==> config.mk <==
export PLATFORM = sky130hd
export DESIGN_NAME = seq_calci
export DESIGN_NICKNAME = d
export VERILOG_FILES = /design/src/rtl/seq_calci.sv
export SDC_FILE = /design/constraint.sdc
export NUM_CORES = 1
export LEC_CHECK = 0
export BUFFER_PORTS_ARGS = -buffer_cell sky130_fd_sc_hd__buf_2
export CAP_MARGIN = 20
export CORE_ASPECT_RATIO = 0.9
export CORE_MARGIN = 4
export CORE_UTILIZATION = 45
export DETAILED_ROUTE_END_ITERATION = 8
export PLACE_DENSITY = 0.63
export SYNTH_ARGS = -nofsm -noshare
export SYNTH_HDL_FRONTEND = slang
export SYNTH_SLANG_ARGS = --single-unit
==> constraint.sdc <==
create_clock -name clk -period 6.95 [get_ports clk]
set_input_delay 0.3475 -clock clk [delete_from_list [all_inputs] [get_ports clk]]
set_output_delay 0.3475 -clock clk [all_outputs]
set_load 0.02 [all_outputs]
==> src/rtl/seq_calci.sv <==
// Multi-cycle unsigned calculator: add/sub in one EXEC cycle, shift-add multiply and
// restoring divide in WIDTH EXEC cycles, with a start/busy/done handshake and div-by-zero flag.
module seq_calci #(
    parameter int WIDTH = 8
) (
    input  logic                 clk,
    input  logic                 rst_n,
    input  logic                 start,
    input  logic [1:0]           op,
    input  logic [WIDTH-1:0]     a,
    input  logic [WIDTH-1:0]     b,
    output logic                 busy,
    output logic                 done,
    output logic [2*WIDTH-1:0]   result,
    output logic                 err
);

    localparam int CW = $clog2(WIDTH);

    typedef enum logic [1:0] {IDLE, EXEC, DONE} state_t;
    typedef enum logic [1:0] {OP_ADD = 2'b00, OP_SUB = 2'b01, OP_MUL = 2'b10, OP_DIV = 2'b11} op_t;

    state_t               state, state_next;
    op_t                  op_r;
    logic [WIDTH-1:0]     a_r, b_r;
    logic [CW-1:0]        cnt;
    logic [2*WIDTH-1:0]   prod, mcand, prod_next;
    logic [WIDTH-1:0]     shreg, rem, rem_next, quo_next;
    logic [WIDTH:0]       trial, diff;
    logic                 ge, last_iter, exec_final, div_zero;

    assign last_iter = (cnt == CW'(WIDTH - 1));
    assign div_zero  = (b_r == '0);

    always_comb begin
        exec_final = 1'b0;
        case (op_r)
            OP_ADD, OP_SUB: exec_final = 1'b1;
            OP_MUL:         exec_final = last_iter;
            OP_DIV:         exec_final = div_zero || last_iter;
            default:        exec_final = 1'b1;
        endcase
    end

    always_ff @(posedge clk) begin
        if (!rst_n) state <= IDLE;
        else        state <= state_next;
    end

    always_comb begin
        state_next = state;
        busy       = 1'b1;
        done       = 1'b0;
        case (state)
            IDLE: begin
                busy = 1'b0;
                if (start) state_next = EXEC;
            end
            EXEC: if (exec_final) state_next = DONE;
            DONE: begin
                done       = 1'b1;
                state_next = IDLE;
            end
            default: state_next = IDLE;
        endcase
    end

    // shreg holds the multiplier (shifted right) for mul and the dividend/quotient (shifted left) for div
    always_comb begin
        prod_next = shreg[0] ? prod + mcand : prod;
        trial     = {rem, shreg[WIDTH-1]};
        ge        = (trial >= {1'b0, b_r});
        diff      = trial - {1'b0, b_r};
        rem_next  = ge ? diff[WIDTH-1:0] : trial[WIDTH-1:0];
        quo_next  = {shreg[WIDTH-2:0], ge};
    end

    always_ff @(posedge clk) begin
        if (!rst_n) begin
            op_r   <= OP_ADD;
            a_r    <= '0;
            b_r    <= '0;
            cnt    <= '0;
            prod   <= '0;
            mcand  <= '0;
            shreg  <= '0;
            rem    <= '0;
            result <= '0;
            err    <= 1'b0;
        end else begin
            case (state)
                IDLE: if (start) begin
                    op_r  <= op_t'(op);
                    a_r   <= a;
                    b_r   <= b;
                    cnt   <= '0;
                    prod  <= '0;
                    rem   <= '0;
                    mcand <= {{WIDTH{1'b0}}, a};
                    shreg <= (op_t'(op) == OP_DIV) ? a : b;
                end
                EXEC: begin
                    case (op_r)
                        OP_ADD: begin
                            result <= {{WIDTH{1'b0}}, a_r} + {{WIDTH{1'b0}}, b_r};
                            err    <= 1'b0;
                        end
                        OP_SUB: begin
                            result <= {{WIDTH{1'b0}}, a_r} - {{WIDTH{1'b0}}, b_r};
                            err    <= 1'b0;
                        end
                        OP_MUL: begin
                            prod  <= prod_next;
                            mcand <= mcand << 1;
                            shreg <= shreg >> 1;
                            cnt   <= cnt + CW'(1);
                            if (last_iter) begin
                                result <= prod_next;
                                err    <= 1'b0;
                            end
                        end
                        OP_DIV: begin
                            if (div_zero) begin
                                result <= {a_r, {WIDTH{1'b1}}};
                                err    <= 1'b1;
                            end else begin
                                rem   <= rem_next;
                                shreg <= quo_next;
                                cnt   <= cnt + CW'(1);
                                if (last_iter) begin
                                    result <= {rem_next, quo_next};
                                    err    <= 1'b0;
                                end
                            end
                        end
                        default: ;
                    endcase
                end
                default: ;
            endcase
        end
    end

endmodule
### Word-level counts from Yosys, hierarchy flattened

Index checks and enable logic that the tools add are counted.

| storage, ports and cells | value |
|---|---|
| flip-flop bits (word level) | 88 |
| input port bits | 21 |
| output and inout bits | 19 |
| logic and storage cells | 79 |

| cells by class | value |
|---|---|
| add/sub/neg operators | 5 |
| order comparisons | 1 |
| eq/ne operators | 16 |
| muxes and demuxes | 34 |
| reduce and logical (&&, ||, !) cells | 12 |

Operator list:

| kind | number |
|---|---|
| $mux W16 | 8 |
| $pmux W16 S2 | 2 |
| $pmux W16 S4 | 1 |
| $mux W8 | 7 |
| $pmux W8 S2 | 3 |
| $add A16 B16 Y16 | 1 |
| $pmux W3 S2 | 2 |
| $ne A2 B2 Y1 const B | 5 |
| $add A8 B8 Y9 | 1 |
| $ge A9 B8 Y1 | 1 |
| $sub A8 B8 Y9 | 1 |
| $eq A2 B2 Y1 const B | 4 |
| $logic_not A8 Y1 | 1 |
| $reduce_and A4 Y1 | 2 |
| $sub A8 B8 Y8 | 1 |
| $mux W3 | 2 |
| $ne A3 B3 Y1 const B | 2 |
| $pmux W1 S3 | 2 |
| $reduce_and A3 Y1 | 2 |
| $eq A2 B1 Y1 const B | 2 |
| $logic_not A2 Y1 | 2 |
| $mux W1 | 4 |
| $mux W2 | 2 |
| $pmux W2 S2 | 1 |
| other kinds (8) | 9 |

### Longest topological paths before layout

Gate-level depths: netlist (run 1).

| depth | value |
|---|---|
| word-level depth | 5 |
| depth in mapped cells | 12 |
| depth with buffers taken out | 12 |

### Least setup slack after synthesis (run 1)

No wires, ideal clock.

| timing path | value |
|---|---|
| kind | flip-flop to flip-flop |
| start point | register b_r[1] |
| end point | register result[12] |
| library setup time | 0.118 ns |
| arrival | 2.431 ns |
| data required time | 6.832 ns |
| setup slack | 4.400 ns |
| stages on the path, launching flop included | 12 |
| path buffers | 1 |
| clock period less this slack | 2.550 ns |
| cell sequence | dfxtp_1 inv_1 ha_1 nor2b_1 o31ai_1 a21oi_1 o31ai_1 nor2b_1 buf_6 mux2_2 a221oi_2 nor2_1 |

| between the ends | value |
|---|---|
| cells in the longest elaborated chain, start to end | 5 |
| elaborated cells between the ends (all ways) | 10 |
| those cells by class | add/sub (2); order compare (1); eq/ne (1); mux (4); reduce/logical (2) |

RTL lines:

| element | RTL line | RTL |
|---|---|---|
| from (decl) | 25 | `logic [WIDTH-1:0] a_r, b_r;` |
| from (signal assigned) | 82 | `b_r <= '0;` |
| from (signal assigned) | 95 | `b_r <= b;` |
| $sub A8 B8 Y8 or $ge A9 B8 Y1 (tied branches) | 73, 72 |  |
| $mux W8 | 74 | `rem_next = ge ? diff[WIDTH-1:0] : trial[WIDTH-1:0];` |
| $mux W16 | 130 | `if (last_iter) begin` |
| $mux W16 | 123 | `if (div_zero) begin` |
| $pmux W16 S4 | 103 | `case (op_r)` |
| to (signal assigned) | 105 | `result <= {{WIDTH{1'b0}}, a_r} + {{WIDTH{1'b0}}, b_r};` |
| to (signal assigned) | 124 | `result <= {a_r, {WIDTH{1'b1}}};` |
| to (signal assigned) | 131 | `result <= {rem_next, quo_next};` |
| to (decl) | 14 | `output logic [2*WIDTH-1:0] result,` |

Parallel ways exist; a longest one is shown, timed or not. The select of a mux whose other input is x is not followed.
A chain may end at the register's enable or synchronous reset.

### Final worst setup path (run 1)

| timing path | value |
|---|---|
| start point | register b_r[1] |
| end point | register result[11] |

The elaborated chain is that of the path after synthesis.

==> results of run 1 <==
-- worst register-to-register path, cell delays in order (launching register included) --
cell	delay, ns
dfxtp_1	0.39
inv_1	0.16
ha_1	0.35
nor2b_1	0.15
o31ai_1	0.31
a21oi_1	0.15
o31ai_1	0.24
nor2b_1	0.74
mux2i_1	0.33
o2111ai_1	0.14
o221a_2	0.27
-- flip-flops by register name, indices dropped and copies added, names as in the netlist --
signal  flops
rem         8
cnt         3
op_r        2
result     16
b_r         8
state       2
shreg       8
a_r         8
mcand      16
err         1
prod       16
-- final cells by class --
| type | count | area (um2) |
|---|---|---|
| clock inverters | 7 | 80.08 |
| well taps | 168 | 210.2 |
| inverters | 27 | 101.3 |
| clock buffers | 9 | 225.2 |
| multi-input cells | 616 | 4059 |
| flip-flops and latches | 88 | 1762 |
| fillers | 1322 | 6728 |
| repair buffers | 46 | 247.7 |
-- stage by stage --
step | cell area (um2) | utilization
floorplan | 6172 | -
global placement | 6380 | 0.4757
detailed placement | 6380 | 0.4757
CTS | 6685 | 0.4984
global route | 6685 | 0.4984
finish | 6685 | 0.4984
-- cell families (layout without fill, tap and decap cells) --
kind of cell / Yosys count / after routing / share of synthesized area
muxes: 20 / 20 / 0.03811
and+or+nand+nor: 290 / 290 / 0.2262
DFF: 88 / 88 / 0.2854
AOI/OAI and AO/OA: 238 / 238 / 0.2641
adders and majority gates: 45 / 45 / 0.09609
buffers and inverters: 74 / 89 / 0.05737
xor gates and xnor gates: 23 / 23 / 0.03264
-- per-layer routing --
layer  part of all wire  wire length (um)  global-route usage
met5                  0                 0                   0
met4              0.015               281             0.06955
met3              0.073              1333             0.05405
met2               0.44              7909              0.3560
met1               0.48              8646              0.3304
-- power groups by stage --
stage | Combinational, mW | Sequential [mW] | Clock [mW]
6_report | 0.311 | 0.557 | 0.511
3_5_place_dp | 0.306 | 0.567 | 0
3_3_place_gp | 0.303 | 0.566 | 0
2_1_floorplan | 0.236 | 0.560 | 0
5_1_grt | 0.343 | 0.559 | 0.536
4_1_cts | 0.308 | 0.556 | 0.517
-- placed cells by master (no fill, tap or decap), drive strengths merged, types with 9 or more instances in the layout --
master and n:
nor3 9, mux2i 10, a21oi 44, clkbuf 9, o211a 9, o21a 10
xnor2 15, nand3 44, ha 41, a22oi 9, buf 46, and2 19
nor2 41, nor2b 26, o21ai 56, a211oi 11, nand2 112, inv 29
a21boi 37, dfxtp 88
-- final timing paths --
path                     end       from  cells past startpoint
setup / recovery  result[11]     b_r[1]                     10
setup reg to reg  result[11]     b_r[1]                     10
hold reg to reg    result[1]  result[1]                      2
hold / removal        b_r[7]       b[7]                      3
==> impl_metrics.ini, run 1 <==
[pwr]
p_total_mw = 1.378
swShare = 0.3259
peakVddDrop_mv = 0.1423
p_leak_nw = 2.753
powerDensity_nw_per_um2 = 206.2
clockPowerShare = 0.370
p_int_mw = 0.9291
pwr-share-comb = 0.226
p_sw_mw = 0.4491
pwr-share-seq = 0.404

[clocking]
cts-root-buf = clkbuf_16
cts_hold_buffers = 0
clk_path_buf_depth = 2
post_cts_buffers = 0
path_clk_slew_ns = 0.07
cts_tree = yes
clk_latency_ns = 0.36
cts_resized = 0
htree_num_levels = 3
clock-sinks = 88
numCtsBuffers = 9

[worst_setup_path]
cp_slowest_cell = nor2b_1
worstPathRequired_ns = 7.20
regToRegSetupSlack_ns = 3.61
cp_top_family = compound AO/OA/AOI/OAI gates
max_stage_delay_ns = 0.74
worst-setup-path-type = flip-flop to flip-flop
start_kind = flip-flop
cp.arrival_ns = 3.59
critical_path_buf_inv_count = 1
end_kind = flip-flop
crit_chain = inv_1 -> ha_1 -> nor2b_1 -> o31ai_1 -> a21oi_1 -> o31ai_1 -> nor2b_1 -> mux2i_1 -> o2111ai_1 -> o221a_2
path_max_fanout = 9

[route]
drtAntennaViolNets = 0
vias = 5845
dr.pass1.iters = 6
vias_per_cell = 6.082
drc_errors = 0
wirelength_um = 18170
initialDrtViolationCount = 464
avgRoutedWirePerCell_um = 18.91

[floorplan]
start_util = 0.4602
boundaryPins = 40
placementRows = 40
die_h_um = 119.1
die_area_um2 = 15660
fp.dieW_um = 131.5
core_area_um2 = 13410

[sta]
worst_slack_ns = 3.606
max_freq_ghz = 0.2990
fin_crit_sh = 0.4811
fin_crit_ns = 3.344
finalHoldViolations = 0
worst_pin_slew_ns = 1.081
hold_ws_ns = 0.2456
slew_headroom = 0.2768
report.final.slew_viol_count = 0
fin_tns_setup_ns = 0
setup_viol = 0
finClkSkew_ns = 0.009374
rsz0062_at_grt = no

[final_layout]
drive_gt1_frac = 0.1084
syn2layout_area_growth_pct = 8.311
final_cells = 961
diodes = 0
fin_nets = 854

[synthesis]
async_flop_share = 0
ys_types = 64
synthTopCellsByArea = dfxtp_1, ha_1, nand2_1, a21boi_0, o21ai_0
synth_common_cells = nand2_1, dfxtp_1, o21ai_0, nand3_1, a21oi_1
synth_area_um2 = 6172
yosys_register_bits = 88
syn_inst = 778
synth_most_common_cell = nand2_1
synth.largest_area_cell = dfxtp_1
synth.top_cell.area_share = 0.2854
synth_seq_area_share = 0.2854
syn-num-nets = 844
synth_edf_count = 0
ys.flop_type = dfxtp_1
syn_area_per_cell_um2 = 7.933
yosys_warnings = 0

[job]
maxCapViolations = 0

[placed_design]
pre_cts_ws_ns = 3.662
gp_congestion = 0.8537
portBuffers = 39
hpwlAfterDp_um = 13400
dp.cells = 945

[min_path]
hold_path.class = input port to flip-flop

[outcome]
outcome = completed

[global_route]
grt_start_max_net_pins = 88
grt_pass1_wl_um = 29360
grt_pass1_vias = 5571
antenna_found_initial = 0
grt_overflow = 0
grt_usage = 0.2338
Note: power is estimated with default switching activity, not from simulation.
==> run 2: changes to the inputs <==
PLACE_DENSITY = 0.66   (was 0.63)
clock period = 2.8 ns   (was 6.95 ns; I/O delays follow)
==> run 2 against run 1 <==
  * Total power increased to 2.6 times the previous value
  * Global-route usage up 0.84 points
  * Clock skew down 0.0010 ns
  * Largest power group unchanged
==> impl_metrics.ini, run 2 (synthesis gave the netlist of run 1 again) <==
[worst_setup_path]
rr_endpoint = result[12]
r2r_cells = 11
regToRegSetupSlack_ns = 0.11
worst-setup-path-type = flip-flop to flip-flop
path_max_fanout = 4
crit_start = prod[0]
start_kind = flip-flop
end_kind = flip-flop
r2r-start = prod[0]
cp.arrival_ns = 2.93
worstPathRequired_ns = 3.04

[sta]
fin_crit_sh = 0.9596
worst_pin_slew_ns = 0.8033
report.final.slew_viol_count = 0
finalHoldViolations = 0
fin_crit_ns = 2.687
setup_viol = 0
slew_headroom = 0.4645
finClkSkew_ns = 0.008360
hold_ws_ns = 0.05662
max_freq_ghz = 0.3722

[final_layout]
final_cells = 985
layout_commonest_cell = nand2_1
final_cell_mix = nand2_1, dfxtp_1, o21ai_0, nand3_1, a21oi_1
diodes = 0
fillers = 1313
drive_gt1_frac = 0.1444
syn2layout_area_growth_pct = 11.88
fin_nets = 879
top_regs = mcand: 16 flops, prod: 16 flops, result: 16 flops
fin_area_um2 = 6905
final_util = 0.5148

[clocking]
numCtsBuffers = 9
clock-sinks = 88
clk_latency_ns = 0.36
path_clk_slew_ns = 0.07
htree_num_levels = 3
cts-root-buf = clkbuf_16
cts_hold_buffers = 0
cts_tree = yes
clk_path_buf_depth = 2

[floorplan]
die_area_um2 = 15660
placementRows = 40
core_area_um2 = 13410
die_h_um = 119.1
start_util = 0.4602
fp.dieW_um = 131.5
boundaryPins = 40

[route]
initialDrtViolationCount = 597
drc_errors = 0
vias_per_cell = 6.037
dr.pass1.iters = 5
vias = 5946
avgRoutedWirePerCell_um = 19.48
wirelength_um = 19180
drtAntennaViolNets = 0

[pwr]
powerDensity_nw_per_um2 = 509.3
peakVddDrop_mv = 0.4011
p_leak_nw = 2.894

[placed_design]
portBuffers = 39
hpwlAfterDp_um = 14330
dp.cells = 970
gp_congestion = 0.9282
dpl_cell_area_um2 = 6568

[global_route]
grt_pass1_wl_um = 30190
grt_usage = 0.2422
grt_overflow = 0
grt_pass1_vias = 5604
grt_start_max_net_pins = 87
antenna_found_initial = 0

[min_path]
worstHoldPathCells = 3
hold_path.class = input port to flip-flop
hold_end = b_r[0]
worstHoldStart = b[0]

[job]
maxCapViolations = 0

[outcome]
outcome = completed
[run 2: changes by cell type in the layout (fill, tap and decap cells not counted), moves of 2 or more]
cell,delta
clkinv_2,+2
clkbuf_8,+3
inv_6,-2
clkinvlp_4,-2
buf_4,+24
o31ai_1,-2
clkinv_4,-2
o31ai_2,+2
[run 2: area by class of cell]
cell class / instances / area (um2) / area share
repair buffers: 71 / 439.2 / 0.06360
multi-input cells: 616 / 4085 / 0.5916
clock inverters: 3 / 40.04 / 0.005798
flip-flops and latches: 88 / 1763 / 0.2553
clock buffers: 12 / 266.5 / 0.03859
well taps: 168 / 210.2 / 0.03044
inverters: 27 / 101.3 / 0.01468
[run 2: report_power, final]
group	switching, mW	internal (mW)	leakage (nW)	total [mW]
logic	0.512	0.347	2.02	0.860
registers	0.0681	1.31	0.717	1.38
clock network	0.524	0.757	0.154	1.28
total	1.10	2.41	2.89	3.52
[run 2: worst max-delay path by stage]
stage | endpoint | slack [ns] | cells past startpoint
2_1_floorplan | result[12] | 0.25 | 11
3_3_place_gp | prod[15] | 0.16 | 9
3_5_place_dp | result[12] | 0.10 | 11
4_1_cts | result[12] | 0.05 | 11
5_1_grt | result[12] | -0.03 | 11
6_report | result[12] | 0.11 | 11
[run 2: worst max-delay path, cell delays in order (launching register included)]
cell	delay [ns]
dfxtp_1	0.33
ha_1	0.23
inv_1	0.08
fa_1	0.23
nor2b_2	0.06
o31a_1	0.28
o31ai_1	0.42
a211o_1	0.28
a21oi_2	0.07
xor2_1	0.21
a221oi_2	0.31
nor2_1	0.06
[run 2: repair_timing]
item / in CTS / in global routing
buffers inserted: 0 / 0
endpoints found under the setup margin: 0 / 15
resized for setup: 0 / 11
[run 2: per-layer routing]
layer  wire length (um)  share of wire  global-route usage  up-vias
met2               8270           0.43              0.3673      239
met1               9071           0.47              0.3491     2812
li1                   -              -                   -     2867
met4                344          0.018             0.06955        0
met5                  0              0                   0        -
met3               1497          0.078             0.04856       28
[run 2: through the flow]
stage | worst slack (ns) | power, mW | TNS (ns)
2_1_floorplan | 0.2501 | 1.975 | 0
3_3_place_gp | 0.1569 | 2.211 | 0
3_5_place_dp | 0.1037 | 2.226 | 0
4_1_cts | 0.04633 | 3.502 | 0
5_1_grt | -0.02966 | 3.662 | -0.03411
6_report | 0.1131 | 3.517 | 0
==> run 3: changes to the inputs <==
CORE_ASPECT_RATIO = 1.5   (was 0.9)
PLACE_DENSITY = default   (was 0.66)
PLACE_DENSITY_LB_ADDON = 0.2   (was default)
==> run 3 against run 2 <==
  * Non-clock buffer count is the same
  * First-iteration DRC count shrank 40%
  * Sequential cell count is the same
==> impl_metrics.ini, run 3 (synthesis gave the netlist of run 1 again) <==
[pwr]
p_leak_nw = 2.881
powerDensity_nw_per_um2 = 503.9
peakVddDrop_mv = 0.2939

[min_path]
worstHoldPathCells = 3
hold_end = b_r[0]
hold_path.class = input port to flip-flop
worstHoldStart = b[0]

[outcome]
outcome = completed

[sta]
setup_viol = 0
fin_crit_ns = 2.667
slew_headroom = 0.4691
max_freq_ghz = 0.3750
fin_crit_sh = 0.9524
worst_pin_slew_ns = 0.7964
report.final.slew_viol_count = 0
finClkSkew_ns = 0.008018
finalHoldViolations = 0
hold_ws_ns = 0.07008
rsz0062_at_grt = no

[floorplan]
die_h_um = 151.4
placementRows = 52
core_area_um2 = 13470
start_util = 0.4583
die_area_um2 = 15690
fp.dieW_um = 103.6
boundaryPins = 40

[final_layout]
layout_commonest_cell = nand2_1
top_regs = mcand: 16 flops, prod: 16 flops, result: 16 flops
fin_area_um2 = 6920
drive_gt1_frac = 0.1467
multi_input_comb_area_um2 = 4113
seqCellArea_um2 = 1762
syn2layout_area_growth_pct = 12.12
fillers = 1321
fin_nets = 879
diodes = 0
final_cell_mix = nand2_1, dfxtp_1, o21ai_0, nand3_1, a21oi_1

[clocking]
htree_num_levels = 3
numCtsBuffers = 9
cts_tree = yes
clk_path_buf_depth = 2
cts-root-buf = clkbuf_16
clk_latency_ns = 0.35
cts_hold_buffers = 0
path_clk_slew_ns = 0.07
clock-sinks = 88

[route]
drc_errors = 0
vias = 5905
initialDrtViolationCount = 359
dr.pass1.iters = 5
drtAntennaViolNets = 0
avgRoutedWirePerCell_um = 19.84
vias_per_cell = 6.026
wirelength_um = 19440

[global_route]
grt_usage = 0.2478
grt_pass1_vias = 5775
grt_overflow = 0
grt_start_max_net_pins = 87
grt_pass1_wl_um = 30610
antenna_found_initial = 0

[worst_setup_path]
regToRegSetupSlack_ns = 0.13
start_kind = flip-flop
end_kind = flip-flop
worst-setup-path-type = flip-flop to flip-flop
worstPathRequired_ns = 3.05
cp.arrival_ns = 2.91
r2r-start = mcand[0]
rr_endpoint = result[14]
r2r_cells = 11
path_max_fanout = 4
crit_start = mcand[0]

[placed_design]
hpwlAfterDp_um = 14950
gp_congestion = 0.9215
portBuffers = 39
dpl_cell_area_um2 = 6553

[job]
maxCapViolations = 0
[run 3: repair_timing]
item / CTS / global route
resized for setup: 1 / 11
gates cloned: 0 / 0
pin swaps: 0 / 4
setup endpoints to repair: 2 / 16
setup buffers: 0 / 1
[run 3: how the worst max path moves through the flow]
stage          cells past startpoint          to  slack (ns)
4_1_cts                           10    prod[15]        0.03
5_1_grt                           11  result[12]       0.004
2_1_floorplan                     11  result[12]        0.25
3_3_place_gp                      10    prod[15]       -0.03
3_5_place_dp                      10    prod[15]       -0.07
6_report                          11  result[14]        0.13
[run 3: where the power goes]
group | internal, mW | leakage [nW] | switching (mW)
Clock | 0.702 | 0.147 | 0.561
Sequential | 1.31 | 0.716 | 0.0723
Combinational | 0.344 | 2.02 | 0.501
Total | 2.35 | 2.88 | 1.13
[run 3: cell type report]
cell class,count,share of cell area
Clock inverter,7,0.01121
Multi-Input combinational cell,616,0.5943
Clock buffer,9,0.03254
Timing Repair Buffer,71,0.06346
Sequential cell,88,0.2546
Inverter,27,0.01464
Tap cell,162,0.02929
[run 3: worst max-delay path, stage by stage, from the launching register on]
cell and delay, ns:
dfxtp_1 0.37, ha_2 0.21, inv_1 0.06, fa_1 0.41, nor2b_1 0.17, o31a_1 0.22, o31ai_2 0.11, a211o_1 0.37
a21oi_1 0.18, xnor2_1 0.17, nor2_1 0.08, o221a_1 0.20
[run 3: through the flow]
stage               power, mW    util   TNS, ns  setup slack (ns)  instances
global route            3.636  0.5138         0          0.004155        980
CTS                     3.483  0.5091         0           0.02783        979
finish                  3.487  0.5138         0            0.1333        980
global placement        2.214  0.4865  -0.02836          -0.02836        963
floorplan               1.975       -         0            0.2501        778
detailed placement      2.227  0.4865  -0.06876          -0.06876        963
[run 3: layer usage]
metal	vias up	share of wire	GRT usage	wire (um)
li1	2860	-	-	-
met3	50	0.047	0.03241	905
met2	177	0.53	0.4640	10330
met4	0	0.045	0.1211	881
met5	-	0	0	0
met1	2818	0.38	0.2775	7326
